`config.mk`:
```
export PLATFORM = sky130hd
export DESIGN_NAME = instr_fetch_unit
export DESIGN_NICKNAME = d
export VERILOG_FILES = /design/src/rtl/instr_fetch_unit_pkg.sv /design/src/rtl/instr_fetch_unit_next_pc.sv /design/src/rtl/instr_fetch_unit.sv
export SDC_FILE = /design/constraint.sdc
export NUM_CORES = 1
export LEC_CHECK = 0
export CAP_MARGIN = 10
export CORE_MARGIN = 1.5
export CORE_UTILIZATION = 49
export DETAILED_ROUTE_END_ITERATION = 8
export GPL_ROUTABILITY_DRIVEN = 0
export PLACE_DENSITY = 0.84
export SYNTH_ARGS = -nofsm -noshare
export SYNTH_HDL_FRONTEND = slang
export SYNTH_HIERARCHICAL = 1
export SYNTH_SLANG_ARGS = --single-unit
export TNS_END_PERCENT = 10
```
`constraint.sdc`:
```
create_clock -name clk -period 4.7 [get_ports clk]
set_clock_uncertainty 0.05 [all_clocks]
set_input_delay 1.175 -clock clk [delete_from_list [all_inputs] [get_ports clk]]
set_output_delay 1.175 -clock clk [all_outputs]
set_load 0.005 [all_outputs]
```
`src/rtl/instr_fetch_unit_pkg.sv`:
```
// Shared core definitions: instruction width, opcodes and fetch state encoding.
package instr_fetch_unit_pkg;

   localparam int unsigned INSTR_W  = 32;
   localparam int unsigned OPCODE_W = 6;
   localparam int unsigned FUNC_W   = 6;
   localparam int unsigned TARGET_W = 26;

   localparam logic [OPCODE_W-1:0] OP_RTYPE = 6'b000000;
   localparam logic [OPCODE_W-1:0] OP_LW    = 6'b100011;
   localparam logic [OPCODE_W-1:0] OP_SW    = 6'b101011;
   localparam logic [OPCODE_W-1:0] OP_ADDI  = 6'b001000;
   localparam logic [OPCODE_W-1:0] OP_BEQ   = 6'b000100;
   localparam logic [OPCODE_W-1:0] OP_J     = 6'b000010;

   typedef enum logic [1:0] {
      BOOT  = 2'd0,
      FETCH = 2'd1,
      HOLD  = 2'd2
   } fetch_state_t;

endpackage

```
`src/rtl/instr_fetch_unit_next_pc.sv`:
```
// Combinational next-PC selection: sequential, branch target or jump target.
module next_pc_calc
   import instr_fetch_unit_pkg::*;
(
   input  logic [INSTR_W-1:0]  pc,
   input  logic [TARGET_W-1:0] target,
   input  logic                jump,
   input  logic                branch,
   input  logic                zero,
   output logic [INSTR_W-1:0]  pcplus4_c,
   output logic [INSTR_W-1:0]  next_pc_c
);

   logic [INSTR_W-1:0] branch_off;
   logic [INSTR_W-1:0] branch_tgt;
   logic [INSTR_W-1:0] jump_tgt;

   assign pcplus4_c  = pc + INSTR_W'(4);
   // Sign-extended word offset, already scaled to bytes
   assign branch_off = {{14{target[15]}}, target[15:0], 2'b00};
   assign branch_tgt = pcplus4_c + branch_off;
   assign jump_tgt   = {pcplus4_c[31:28], target, 2'b00};

   // Jump wins over a taken branch
   always_comb begin
      next_pc_c = pcplus4_c;
      if (jump)
         next_pc_c = jump_tgt;
      else if (branch && zero)
         next_pc_c = branch_tgt;
   end

endmodule

```
`src/rtl/instr_fetch_unit.sv`:
```
// Instruction fetch: PC register, fetch handshake FSM, held instruction, retire counter.
module instr_fetch_unit
   import instr_fetch_unit_pkg::*;
#(
   parameter logic [INSTR_W-1:0] RESET_PC = 32'h0000_0000,
   parameter int unsigned        CNT_W    = 32
) (
   input  logic                clk,
   input  logic                rst_n,
   output logic                imem_req,
   output logic [INSTR_W-1:0]  imem_addr,
   input  logic [INSTR_W-1:0]  imem_rdata,
   input  logic                imem_ready,
   input  logic                advance,
   input  logic                branch,
   input  logic                zero,
   input  logic                jump,
   output logic [INSTR_W-1:0]  instr,
   output logic [OPCODE_W-1:0] opcode,
   output logic [FUNC_W-1:0]   func,
   output logic                instr_valid,
   output logic [INSTR_W-1:0]  pc,
   output logic [INSTR_W-1:0]  pcplus4,
   output logic [CNT_W-1:0]    retired
);

   fetch_state_t       state;
   fetch_state_t       state_nxt;
   logic [INSTR_W-1:0] pc_nxt;
   logic [INSTR_W-1:0] instr_nxt;
   logic [CNT_W-1:0]   retired_nxt;
   logic               imem_req_nxt;
   logic               instr_valid_nxt;
   logic [INSTR_W-1:0] next_pc;

   next_pc_calc u_next_pc (
      .pc        (pc),
      .target    (instr[TARGET_W-1:0]),
      .jump      (jump),
      .branch    (branch),
      .zero      (zero),
      .pcplus4_c (pcplus4),
      .next_pc_c (next_pc)
   );

   assign imem_addr = pc;
   assign opcode    = instr[31:26];
   assign func      = instr[5:0];

   // Next-state, datapath updates and next output flags
   always_comb begin
      state_nxt   = state;
      pc_nxt      = pc;
      instr_nxt   = instr;
      retired_nxt = retired;
      case (state)
         BOOT: state_nxt = FETCH;
         FETCH: begin
            if (imem_ready) begin
               instr_nxt = imem_rdata;
               state_nxt = HOLD;
            end
         end
         HOLD: begin
            if (advance) begin
               pc_nxt      = next_pc;
               retired_nxt = retired + CNT_W'(1);
               state_nxt   = FETCH;
            end
         end
         default: state_nxt = BOOT;
      endcase
      imem_req_nxt    = (state_nxt == FETCH);
      instr_valid_nxt = (state_nxt == HOLD);
   end

   // State and output registers with synchronous reset
   always_ff @(posedge clk) begin
      if (!rst_n) begin
         state       <= BOOT;
         pc          <= RESET_PC;
         instr       <= '0;
         retired     <= '0;
         imem_req    <= 1'b0;
         instr_valid <= 1'b0;
      end else begin
         state       <= state_nxt;
         pc          <= pc_nxt;
         instr       <= instr_nxt;
         retired     <= retired_nxt;
         imem_req    <= imem_req_nxt;
         instr_valid <= instr_valid_nxt;
      end
   end

endmodule

```
# Word level (Yosys, flattened, before mapping)
# Index checks and enable logic that the tools add are counted.
word_totals:
  reg_bits: 100
  out_inout_bits: 174
  rom_bits: 0
  memories: 0
  word_cells: 22
  ram_bits: 0
  latchBits: 0
classes:
  shifts: 0
  div_mod_pow: 0
  n_reduce_logical: 4
  addsub: 3
  n_lt_le_gt_ge: 0
  bitwise_logic: 0
  eq_ne: 4
  muxes: 5
  mul: 0
ops:
  columns: ["op", "n"]
  rows:
  - ["32-bit two-way mux", 2]
  - ["32-bit by 1-bit adder with 32-bit output (second input constant)", 1]
  - ["32-bit by 3-bit adder with 32-bit output (second input constant)", 1]
  - ["32-bit adder", 1]
  - ["2-bit one-hot mux with 3 select lines", 1]
  - ["2-bit by 1-bit == test with 1-bit output (second input constant)", 2]
  - ["2-bit == test (second input constant)", 2]
  - ["2-bit two-way mux", 2]
  - ["2-bit AND reduction", 2]
  - ["2-bit zero test", 1]
  - ["1-bit logical AND", 1]

# Logic depth before layout (Yosys ltp)
depth:
  depth_word: 4
  ltp_mapped: 17

# Hierarchy
# The synthesis kept the hierarchy.
by_module_without_submodules:
  columns: ["mod", "cells_each", "area_per_inst_um2", "n_inst"]
  rows:
  - ["instr_fetch_unit", 521, 4225.3, 1]
  - ["next_pc_calc", 452, 3085.5, 1]

# Least setup slack after synthesis
# Ideal clock, no wire load.
synth_path:
  path_type: "flip-flop to flip-flop"
  start: "register pc[4] (netlist: imem_addr[4])"
  end: "register pc[24] (netlist: imem_addr[24])"
  arrival_ns: 3.385
  setup_ns: 0.070
  path_stages_with_launch: 18
  path_slack_ns: 1.195
  t_required_ns: 4.580
  synth_period_minus_slack_ns: 3.505
  path_cell_list: "dfxtp_1 > and4_1 > buf_4 > nand3_2 > or2_4 > nor2_1 > xor2_1 > ha_1 > clkbuf_1 > a21o_1 > a31oi_1 > o221ai_1 > o21ba_2 > nor3_1 > mux2_1 > a22oi_1 > nand2_1 > a21oi_1"
synth_between:
  elab_chain_cells: 4
synth_lines:
  columns: ["item", "line_no", "source"]
  rows:
  - ["start, declared", "instr_fetch_unit.sv:22", "output logic [INSTR_W-1:0] pc,"]
  - ["start signal, assigned", "instr_fetch_unit.sv:88", "pc <= pc_nxt;"]
  - ["32-bit by 3-bit adder with 32-bit output", "instr_fetch_unit_next_pc.sv:18", "assign pcplus4_c = pc + INSTR_W'(4);"]
  - ["named net pcplus4[15]", "instr_fetch_unit.sv:23", "output logic [INSTR_W-1:0] pcplus4,"]
  - ["32-bit adder", "instr_fetch_unit_next_pc.sv:21", "assign branch_tgt = pcplus4_c + branch_off;"]
  - ["32-bit two-way mux", "instr_fetch_unit_next_pc.sv:29", "else if (branch && zero)"]
  - ["32-bit two-way mux", "instr_fetch_unit_next_pc.sv:27", "if (jump)"]
  - ["named net next_pc[24]", "instr_fetch_unit.sv:34", "logic [INSTR_W-1:0] next_pc;"]
# The timed path passes the listed nets, and every way through them passes these cells.
# A chain may end at the register's enable or synchronous reset.

# Worst setup path in the final report
layout_path:
  start: "register pc[13] (netlist: imem_addr[13])"
  end: "output pcplus4[30]"
layout_between:
  elab_chain_cells: 1
layout_lines:
  columns: ["item", "line_no"]
  rows:
  - ["32-bit by 3-bit adder with 32-bit output", "instr_fetch_unit_next_pc.sv:18"]
  - ["end, declared", "instr_fetch_unit.sv:23"]
# Every way passes these cells.

==> results.md <==
* Status: completed
* Hold Crit Endpoint: retired[31]$_SDFFE_PN0P_
* Min-delay src: retired[31]$_SDFFE_PN0P_
* Iteration-0 DRC Markers at 781
* Final hold vios at 0
* Final setup margin at 0.630 ns
* Worst-Skew Late Latency at 0.36 ns
* CP Data Required Time at 3.47 ns
* TritonCTS clock tree: built
* Placeable core area at 0.0145 mm2
* Startpoint types: flop
* Reg-to-Reg End: imem_addr[31]$_SDFFE_PN0P_
* # Post-CTS Setup Buffers at 0
* WL final at 23300 um
* Critical path's top delay family: simple AND/OR/NAND/NOR gates
* CTS Buf Count at 9
* Clock Tree Root: clkbuf_16
* Flops & latches, synth at 100
* CP max-delay cell: clkdlybuf4s50_1
* Area Growth Syn to Fin at 29.8%
* Initial core utilization at 50.3%
* Synth warn at 6
* # diodes at 0
* Total congestion overflow at 0
* Full die area at 0.0157 mm2
* Crit. End Element: output pin
* Die Y at 125 um
* Worst-path fanout max at 8
* Row cnt at 44
* Pre-antenna DRT Iters at 6
* WL/cell at 18.0 um
* Dpl cells at 1279
* Crit path DAT at 2.85 ns
* PostCTS Resize Cnt at 0
* HP Class: reg2reg
* Ys flop type: dfxtp_1
* GR Util All Layers at 28.2%
* Max-cap violations at 0
* R2r startpoint: imem_addr[4]$_SDFFE_PN0P_
* # port buffers at 212
* Die width at 125 um
* R2R depth at 13
* Number of cells produced by synthesis at 973
* Final Max Slew Viols at 0
* Fin crit share at 86.6%
* Synth top area cells: dfxtp_1 27%, nand2_1 11%, a21oi_1 7.7%
* RSZ-0062 raised after global routing: false
* Buf+Inv Stages, Crit Path at 1
* Worst R2R Setup Slack at 0.69 ns
* Antenna Nets Post-Route at 0
* Seq/Total Area, Yosys at 27.4%
* Worst slack, placed at 0.877 ns
* DP HPWL at 17000 um
* Setup CP Type: reg2out
* Post-DP Area at 0.00918 mm2
* Post-route cell area at 0.00949 mm2
* Share of layout cells above drive strength 1 at 5.40%
* Net Count, Synth at 1050
* Total power at 1.93 mW
* Hold bufs inserted after CTS at 0
* Synthesized area per cell at 7.51 um2
* DR DRC count at 0
* Post-synth top area share at 27.4%
* EDFF count, synth at 0
* Via total after detailed routing at 7735
* Slew Limit Headroom at 27.5%
* Layout Nets at 1183
* CP Cell Sequence: and4_4, nand3_4, or2_4, nor3_1, xor2_1, clkdlybuf4s50_1
* Min Tclk post-route at 4.07 ns
* CTS H-tree lvls at 3
* Via density at 5.97
* Setup Total Neg Slack at 0 ns
* Vias in the first global route at 6780
* Max incr delay on CP at 0.55 ns
* # clock sinks at 100
* Initial antenna violation count at 0
* Layout Cells excl Fill at 1295
* Unique masters post-synth at 81
* Mapped Area at 0.00731 mm2
* Power Density at 204 mW/mm2
* Largest net degree at the start of global routing at 64
* Pleak at 3.46 nW
* Clock Tree Buf Depth at 2
* Yosys top cell by area: dfxtp_1
* Worst-path clk slew at 0.07 ns
* Post-synthesis async set-or-reset flop share at 0%
* Setup violators final at 0
* Fmax at 246 MHz
* First-pass GRT wire length at 36000 um
* Peak supply drop at 0.203 mV
* Io pins at 213
* Hold depth at 2
* Worst slew pin tran at 1.09 ns
-- Yosys cell counts (4+ instances only) --
cell type and instances:
o21a_1 9, or4_1 8, dfxtp_1 100, nand4_1 21
xor2_1 25, and4_1 10, a211oi_1 4, buf_4 47
mux2i_1 14, a21oi_1 112, nand3_1 30, o21bai_1 5
nor4_1 13, a31oi_1 9, buf_1 4, o211ai_1 8
or3_1 5, nand2_1 206, buf_2 6, xnor2_1 29
o31ai_1 10, nor2_1 47, o21ai_0 27, a21o_1 15
and3_1 10, ha_1 37, nor2b_1 7, inv_1 14
nor3_1 12, clkbuf_1 41, nand2b_1 15
-- cell type report --
type,count,area (um2)
inverter,16,60.1
timing repair buffer,222,2210
tap,184,230
clock inverter,6,68.8
clock buffer,10,239
sequential,100,2000
multi-input combinational,757,4680
fill,1276,5050
-- kinds of logic (layout without fill, tap and decap cells) --
family / Yosys count / in the layout / share of synthesized area, %
and+or+nand+nor: 412 / 412 / 27.9
AOI/OAI and AO/OA: 233 / 233 / 20.0
buffers and inverters: 116 / 254 / 8.68
DFF: 100 / 100 / 27.4
xor gates and xnor gates: 55 / 55 / 6.69
adders and majority gates: 38 / 38 / 6.61
muxes: 19 / 19 / 2.69
-- how the worst max path moves through the flow --
stage	cells after the start	from	endpoint	slack, ns
finish	6	imem_addr[13]$_SDFFE_PN0P_	pcplus4[30]	0.63
global route	14	imem_addr[4]$_SDFFE_PN0P_	imem_addr[29]$_SDFFE_PN0P_	0.38
CTS	6	imem_addr[13]$_SDFFE_PN0P_	pcplus4[30]	0.61
detailed placement	13	imem_addr[3]$_SDFFE_PN0P_	imem_addr[31]$_SDFFE_PN0P_	0.88
global placement	13	imem_addr[22]$_SDFFE_PN0P_	imem_addr[31]$_SDFFE_PN0P_	0.80
floorplan	17	imem_addr[4]$_SDFFE_PN0P_	imem_addr[24]$_SDFFE_PN0P_	1.19
-- metal layers --
layer,GRT usage (%),share of wire [%],vias to the layer above
li1,-,-,3672
met2,46.9,46,428
met4,9.76,3.4,0
met3,7.62,10,72
met5,0,0,-
met1,35.4,40,3563
-- sequential cells by signal, indices dropped and copies added, names as in the netlist --
| name | flops |
|---|---|
| instr_valid | 1 |
| state | 2 |
| retired | 32 |
| imem_req | 1 |
| instr | 32 |
| imem_addr | 32 |
-- power breakdown --
part	internal, mW	switching, mW	leakage, nW
sequential	0.864	0.0253	0.809
clock	0.434	0.357	0.155
combinational	0.123	0.130	2.50
total	1.42	0.512	3.46
-- tightest hold or removal path, delay by kind of cell, from the launching register on --
kind / cells / cell delay, ns
DFF: 1 / 0.32
muxes: 1 / 0.05
and+or+nand+nor: 1 / 0.06
-- layout by cell type, fill, tap and decap left out, types with 4 or more instances in the layout --
master / count
inv_1: 14
ha_1: 37
nand3_1: 30
a211oi_1: 4
nand4_1: 21
nand2_1: 206
nor2b_1: 7
o31ai_1: 10
or3_1: 5
nor2_1: 46
o211ai_1: 8
dfxtp_1: 100
clkbuf_16: 9
a21oi_1: 112
nand2b_1: 15
nor3_1: 12
clkdlybuf4s50_1: 212
o21bai_1: 5
and3_1: 10
or4_1: 8
xor2_1: 25
nor4_1: 13
a31oi_1: 9
buf_4: 9
a21o_1: 15
xnor2_1: 29
o21a_1: 9
and4_1: 10
o21ai_0: 27
mux2i_1: 14
-- through the flow --
step,hold slack [ns],utilization (%)
after floorplan,0.409,-
after global placement,0.402,63.2
after detailed placement,0.415,63.2
after CTS,0.428,65.3
after global routing,0.449,65.3
final,0.426,65.3
No activity file was read; power rests on OpenSTA's default activity.
